<file path="src/rtl/multicycle_add_sub.sv">
// multicycle_add_sub
//   Sliced adder/subtractor. Computes x+y+cIn (sub=0) or x-y (sub=1) over
//   WIDTH bits, SLICE bits per clock, with one carry register between slices.
//   Latency is NS+1 cycles from an accepted start, where NS = WIDTH/SLICE.
//
// Handshake: start is sampled only while IDLE. An accepted start latches the
//   operands. busy is high for the NS cycles of slice processing. done pulses
//   for exactly one cycle when s/cOut/overflow have just been updated. A start
//   that is high in the done cycle is accepted, so back-to-back operations run
//   one per NS+1 cycles. A start that arrives while busy is ignored.
//
// Ports
//   Clk       in   clock, rising edge
//   Reset_n   in   asynchronous active-low reset
//   start     in   operation request
//   sub       in   0: x+y+cIn, 1: x-y (cIn ignored)
//   x, y      in   operands, latched on an accepted start
//   cIn       in   carry-in for add mode
//   busy      out  slices in progress
//   done      out  one-cycle result-valid pulse
//   s         out  result register, holds until the next done
//   cOut      out  carry out of the MSB (in sub mode, 1 = no borrow)
//   overflow  out  signed overflow of the last operation
//   dbgState  out  FSM state (0 = IDLE, 1 = RUN)
module multicycle_add_sub #(
    parameter int WIDTH = 16,
    parameter int SLICE = 4
) (
    input  logic             Clk,
    input  logic             Reset_n,
    input  logic             start,
    input  logic             sub,
    input  logic [WIDTH-1:0] x,
    input  logic [WIDTH-1:0] y,
    input  logic             cIn,
    output logic             busy,
    output logic             done,
    output logic [WIDTH-1:0] s,
    output logic             cOut,
    output logic             overflow,
    output logic             dbgState
);

    localparam int NS = WIDTH / SLICE;
    localparam int CW = (NS > 1) ? $clog2(NS) : 1;
    localparam logic [CW-1:0] LAST_SLICE = CW'(NS - 1);

    typedef enum logic {
        IDLE = 1'b0,
        RUN  = 1'b1
    } stateType;

    stateType         state;
    stateType         nextState;
    logic [CW-1:0]    count;
    logic [WIDTH-1:0] xReg;
    logic [WIDTH-1:0] yReg;     // already inverted in subtract mode
    logic             carry;
    logic [WIDTH-1:0] acc;
    logic [WIDTH-1:0] accNext;
    logic [SLICE:0]   sliceSum;
    logic             lastSlice;
    logic             carryIntoMsb;

    // One slice of the ripple chain, plus the accumulator with that slice
    // written in so the final edge can copy the complete result.
    always_comb begin
        sliceSum = {1'b0, xReg[count*SLICE +: SLICE]}
                 + {1'b0, yReg[count*SLICE +: SLICE]}
                 + {{SLICE{1'b0}}, carry};
        accNext = acc;
        accNext[count*SLICE +: SLICE] = sliceSum[SLICE-1:0];
        // Sum bit = a ^ b ^ cin, so the carry into the MSB is recoverable
        // from the MSB of the sum and of both operands.
        carryIntoMsb = accNext[WIDTH-1] ^ xReg[WIDTH-1] ^ yReg[WIDTH-1];
        lastSlice = (count == LAST_SLICE);
    end

    always_comb begin
        nextState = state;
        case (state)
            IDLE:    if (start) nextState = RUN;
            RUN:     if (lastSlice) nextState = IDLE;
            default: nextState = IDLE;
        endcase
    end

    always_ff @(posedge Clk or negedge Reset_n) begin
        if (!Reset_n) begin
            state <= IDLE;
        end else begin
            state <= nextState;
        end
    end

    always_ff @(posedge Clk or negedge Reset_n) begin
        if (!Reset_n) begin
            count    <= '0;
            xReg     <= '0;
            yReg     <= '0;
            carry    <= 1'b0;
            acc      <= '0;
            s        <= '0;
            cOut     <= 1'b0;
            overflow <= 1'b0;
            done     <= 1'b0;
        end else begin
            done <= 1'b0;
            case (state)
                IDLE: begin
                    if (start) begin
                        xReg  <= x;
                        yReg  <= sub ? ~y : y;
                        carry <= sub ? 1'b1 : cIn;
                        count <= '0;
                        acc   <= '0;
                    end
                end
                RUN: begin
                    acc   <= accNext;
                    carry <= sliceSum[SLICE];
                    if (lastSlice) begin
                        s        <= accNext;
                        cOut     <= sliceSum[SLICE];
                        overflow <= sliceSum[SLICE] ^ carryIntoMsb;
                        done     <= 1'b1;
                        count    <= '0;
                    end else begin
                        count <= count + CW'(1);
                    end
                end
                default: ;
            endcase
        end
    end

    assign busy     = (state == RUN);
    assign dbgState = state;

endmodule
</file>
<file path="config.mk">
export PLATFORM = sky130hd
export DESIGN_NAME = multicycle_add_sub
export DESIGN_NICKNAME = d
export VERILOG_FILES = /design/src/rtl/multicycle_add_sub.sv
export SDC_FILE = /design/constraint.sdc
export NUM_CORES = 1
export LEC_CHECK = 0
export BUFFER_PORTS_ARGS = -buffer_cell sky130_fd_sc_hd__buf_2
export CAP_MARGIN = 20
export CORE_ASPECT_RATIO = 0.5
export CORE_MARGIN = 5
export CORE_UTILIZATION = 60
export CTS_CLUSTER_SIZE = 12
export DETAILED_ROUTE_END_ITERATION = 16
export PLACE_DENSITY_LB_ADDON = 0.08
export SYNTH_ARGS = -nofsm -noshare
export SYNTH_HDL_FRONTEND = slang
export SYNTH_SLANG_ARGS = --single-unit
</file>
<file path="constraint.sdc">
create_clock -name Clk -period 4.7 [get_ports Clk]
set_input_delay 0.235 -clock Clk [delete_from_list [all_inputs] [get_ports Clk]]
set_output_delay 0.235 -clock Clk [all_outputs]
set_load 0.02 [all_outputs]
</file>
* Word level (Yosys, flattened, before mapping)
Cells that the tools add are included.
** Word-level totals
- Register bits after elaboration :: 71
- Latch bits :: 0
- RAM bits :: 0
- Bits in read-only memories :: 0
- Bits of input ports :: 37
- Output and inout port bits :: 21
- Word-level logic and storage cells :: 42
- Memories :: 0
** Cells by class
- Add/sub/neg operators :: 4
- $mul :: 0
- Div/mod/pow operators :: 0
- Order comparisons :: 0
- Eq/ne operators :: 2
- Shift-type cells :: 4
- Muxes and demuxes :: 15
- Bitwise logic cells :: 5
- Reductions and logical operators :: 2
** Operator list (number)
- negation 4 -> 34 bit :: 1
- variable shift 4 x 34 -> 16 bit (first input constant) :: 1
- indexed part select 4 x 34 -> 16 bit :: 1
- 2-to-1 mux 16 bit :: 2
- one-hot mux 16 bit (2 select lines) :: 1
- indexed part select 16 x 5 -> 4 bit :: 2
- bitwise mux 16 bit :: 1
- NOT 16 bit :: 1
- 2-to-1 mux 1 bit :: 6
- adder 4 x 4 -> 5 bit :: 1
- adder 5 x 1 -> 5 bit :: 1
- 2-to-1 mux 2 bit :: 2
- one-hot mux 1 bit (2 select lines) :: 2
- one-hot mux 2 bit (2 select lines) :: 1
- AND reduction 2 bit :: 2
- bitwise XOR 1 bit :: 3
- adder 2 x 1 -> 2 bit (second input constant) :: 1
- == test 2 bit (second input constant) :: 1
- inequality test 2 bit (second input constant) :: 1
- NOT 1 bit :: 1

* Depth between registers and ports, before layout
- Depth after elaboration :: 8
- Gate-level depth with buffers :: 10
- Gate-level depth less buffers :: 9

* Worst setup path after synthesis
Ideal clock, no wire load.
- Kind :: register -> register
- Start :: register count[0]
- End :: register s[10]
- Arrival time :: 2.540 ns
- Data required time :: 4.575 ns
- Path slack :: 2.035 ns
- Stages on the path, launching flop included :: 9
- Period minus slack after synthesis :: 2.665 ns
- Cells stage by stage :: dfrtp_1 > buf_2 > mux4_2 > fa_1 > inv_1 > fa_1 > xor2_1 > o22ai_1 > mux2_2
** On the way
- Word-level cells in the longest chain between the ends :: 5
- Elaborated cells on any way between the ends :: 10
- Those cells by class :: 3 x add/sub; 1 x eq/ne; 4 x shift; 1 x mux; 1 x reduce/logical
** RTL lines
- start, declared :: RTL line 55 : logic [CW-1:0] count;
- start signal, assigned :: RTL line 129 : count <= count + CW'(1);
- indexed part select 16 x 5 -> 4 bit, on equally long branches :: RTL line 68, 69
- adder 4 x 4 -> 5 bit :: RTL line 69 : + {1'b0, yReg[count*SLICE +: SLICE]}
- adder 5 x 1 -> 5 bit :: RTL line 70 : + {{SLICE{1'b0}}, carry};
- indexed part select 4 x 34 -> 16 bit :: RTL line 72 : accNext[count*SLICE +: SLICE] = sliceSum[SLICE-1:0];
- bitwise mux 16 bit :: RTL line 72
- end signal, assigned :: RTL line 123 : s <= accNext;
- end, declared :: RTL line 38 : output logic [WIDTH-1:0] s,
Several ways; a longest one is shown, not always the timed one.
A chain may end at the register's enable or synchronous reset.

* Worst setup path after layout
- Start :: register count[0]
- End :: register s[6]
The elaborated chain is that of the path after synthesis.

==> metrics.txt <==
remaining antenna violation count 0; clock transition at the registers of the reported paths 60 ps; number of antenna violations at the first check in global routing 0; Worst-Skew Late Latency 330 ps; die extent in y 63.5 um; WS Path Type reg -> reg; post-cts sizing count 0; FF+latch count, synth 71; ys async rst share 100%; CTS tree done; worst r2r dst s[6]$_DFFE_PN0P_; CP startpoint count[0]$_DFFE_PN0P_; Leak 0.00194 uW; 1st-pass router iterations 4; Via-to-Cell Ratio 5.49; critical path endpoint category flip-flop; Hold Violations, Final 0; status complete, no violations; Synthesis Warnings 0; I/O Buffers 57; Min Hold Slack 90.5 ps; Layout Area Growth over Synthesis 19.4%; Power Density 794 mW/mm2; RSZ-0062 raised after global routing no; initial DRC count 149; clk_skew 5.50 ps; FMAX 323 MHz; Routed WL per cell 15.7 um; vias 2408; crit path to s[6]$_DFFE_PN0P_; post-synthesis sequential area ratio 51.7%; R2R depth 7; overall routing resource usage 20.9%; Synth cell types 30; Max clock buf depth 2; Slew headroom 41.6%; antenna cell count 0; Die W 117 um; Max IR drop VDD 0.407 mV; worst path arrival time 3310 ps; EDFF count, synth 0; vias in the first global route 2572; first-pass GRT wire length 12.1 mm; gate count after technology mapping 305; Post-Syn Area 0.00344 mm2; Root Buffer clkbuf_16; Nets 409; floorplan row count 19; type of the most critical hold path in -> async; DP Wirelength 4.85 mm; die area 0.00743 mm2; IO Count 58; startpoint types flip-flop; Congestion Overflow GR 0; Routability Congestion 0.800; Crit Path Max Fanout 15; maxcap violations 0; CTS Buf Count 9; max-slew violations 0; Fill cells 369; fin util 74.4%; Final Setup Violations 0; largest net degree at the start of global routing 72; Worst-Margin Slew 877 ps; worst path required time 4910 ps; post-route DRC violation count 0; Syn Area/Cell 11.3 um2; CTS Sinks 71; Mapped Nets 353; CTS Hold Bufs 0; Core Region 0.00552 mm2; crit share post-route 66.0%; register-to-register setup slack 1600 ps; H-tree Lvls 3; Synth Flop Type dfrtp_1; r2r startpoint count[0]$_DFFE_PN0P_; drt total wl 6.90 mm; Post-CTS Setup Repair Bufs 0; min Tclk post-route 3100 ps; Starting Density 62.3%; Sum Neg Setup Slack 0 ps; share of cells above drive strength 1 31.1%
registers in the layout, summed over array words and instances, names as in the netlist:
signal / cells
count: 2
busy: 1
acc: 16
done: 1
s: 16
xReg: 16
carry: 1
overflow: 1
cOut: 1
yReg: 16
cell usage after synthesis, types with 3 or more instances:
master | count | area share, %
dfrtp_1 | 71 | 52
nand2_1 | 38 | 4.2
mux2_2 | 26 | 8.5
o21ai_0 | 26 | 3.8
inv_1 | 18 | 2.0
xnor2_1 | 18 | 4.6
clkbuf_1 | 12 | 1.3
o31ai_1 | 11 | 2.4
a21oi_1 | 9 | 1.3
ha_1 | 9 | 3.3
nand2b_1 | 9 | 1.6
mux4_2 | 8 | 5.2
o22ai_1 | 8 | 1.5
nor2_1 | 7 | 0.76
mux2i_1 | 6 | 1.7
nor2b_1 | 5 | 0.91
nand3_1 | 4 | 0.58
and3_1 | 3 | 0.55
buf_2 | 3 | 0.44
where the power goes:
group	switching (uW)	leakage (uW)	internal, uW
sequential	188	0.000914	884
clock	253	0.000148	462
combinational	828	0.000880	646
total	1270	0.00194	1990
cell type report:
| class | instances | area (um2) | area share (%) |
|---|---|---|---|
| tap | 73 | 91.3 | 2.22 |
| multi-input combinational | 197 | 1510 | 36.9 |
| clock inverter | 6 | 85.1 | 2.07 |
| sequential | 71 | 1780 | 43.3 |
| inverter | 19 | 71.3 | 1.74 |
| clock buffer | 10 | 229 | 5.58 |
| timing repair buffer | 63 | 338 | 8.23 |
routing by layer:
layer  global-route usage (%)  routed length, um  vias to the layer above  share of wire (%)
li1                         -                  -                     1164                  -
met1                     28.0               3200                     1172                 46
met2                     33.0               3270                       65                 47
met3                     6.60                362                        7                5.2
met4                     6.01                 71                        0                1.0
met5                        0                  0                        -                  0
placed cells by master (no fill, tap or decap), types with 6 or more instances in the layout:
cell type,netlist,final
o22ai_1,8,8
mux2i_1,6,6
mux4_2,8,8
nand2b_1,9,9
xnor2_1,18,18
inv_1,18,18
buf_2,3,57
dfrtp_1,71,71
clkbuf_16,0,9
a21oi_1,9,9
nand2_1,38,38
nor2_1,7,7
o21ai_0,26,26
ha_1,9,9
o31ai_1,11,11
mux2_2,26,26
critical path: stages, from the launching register on:
cell and delay [ps]:
dfrtp_1 810, mux4_2 610, fa_1 430, inv_1 100, fa_1 220, xor2_1 340
o22ai_1 180, mux2_2 290
logic make-up after synthesis:
group | Yosys count | synth area share [%]
compound gates | 58 | 9.90
mux | 40 | 15.5
buf+inv | 37 | 4.26
fa+ha+maj | 11 | 4.44
simple gates | 68 | 9.10
xor+xnor | 20 | 5.10
flops | 71 | 51.7
through the flow:
step | cells | power (uW) | area (um2) | worst slack (ps)
4_1_cts | 438 | 3280 | 4090 | 1550
3_5_place_dp | 422 | 2540 | 3780 | 1600
5_1_grt | 439 | 3490 | 4110 | 1380
6_report | 439 | 3260 | 4110 | 1600
2_1_floorplan | 305 | 2130 | 3440 | 2040
3_3_place_gp | 422 | 2480 | 3780 | 1720
worst min path at each step:
stage,start,end,slack (ps),depth (start not counted)
floorplan,Reset_n,acc[0]$_DFFE_PN0P_,-60,0
global placement,s[12]$_DFFE_PN0P_,s[12]$_DFFE_PN0P_,460,2
detailed placement,s[11]$_DFFE_PN0P_,s[11]$_DFFE_PN0P_,460,2
CTS,x[6],xReg[6]$_DFFE_PN0P_,120,2
global route,x[12],xReg[12]$_DFFE_PN0P_,130,2
finish,Reset_n,s[0]$_DFFE_PN0P_,90,2
Power figures use the tool's default switching activity.
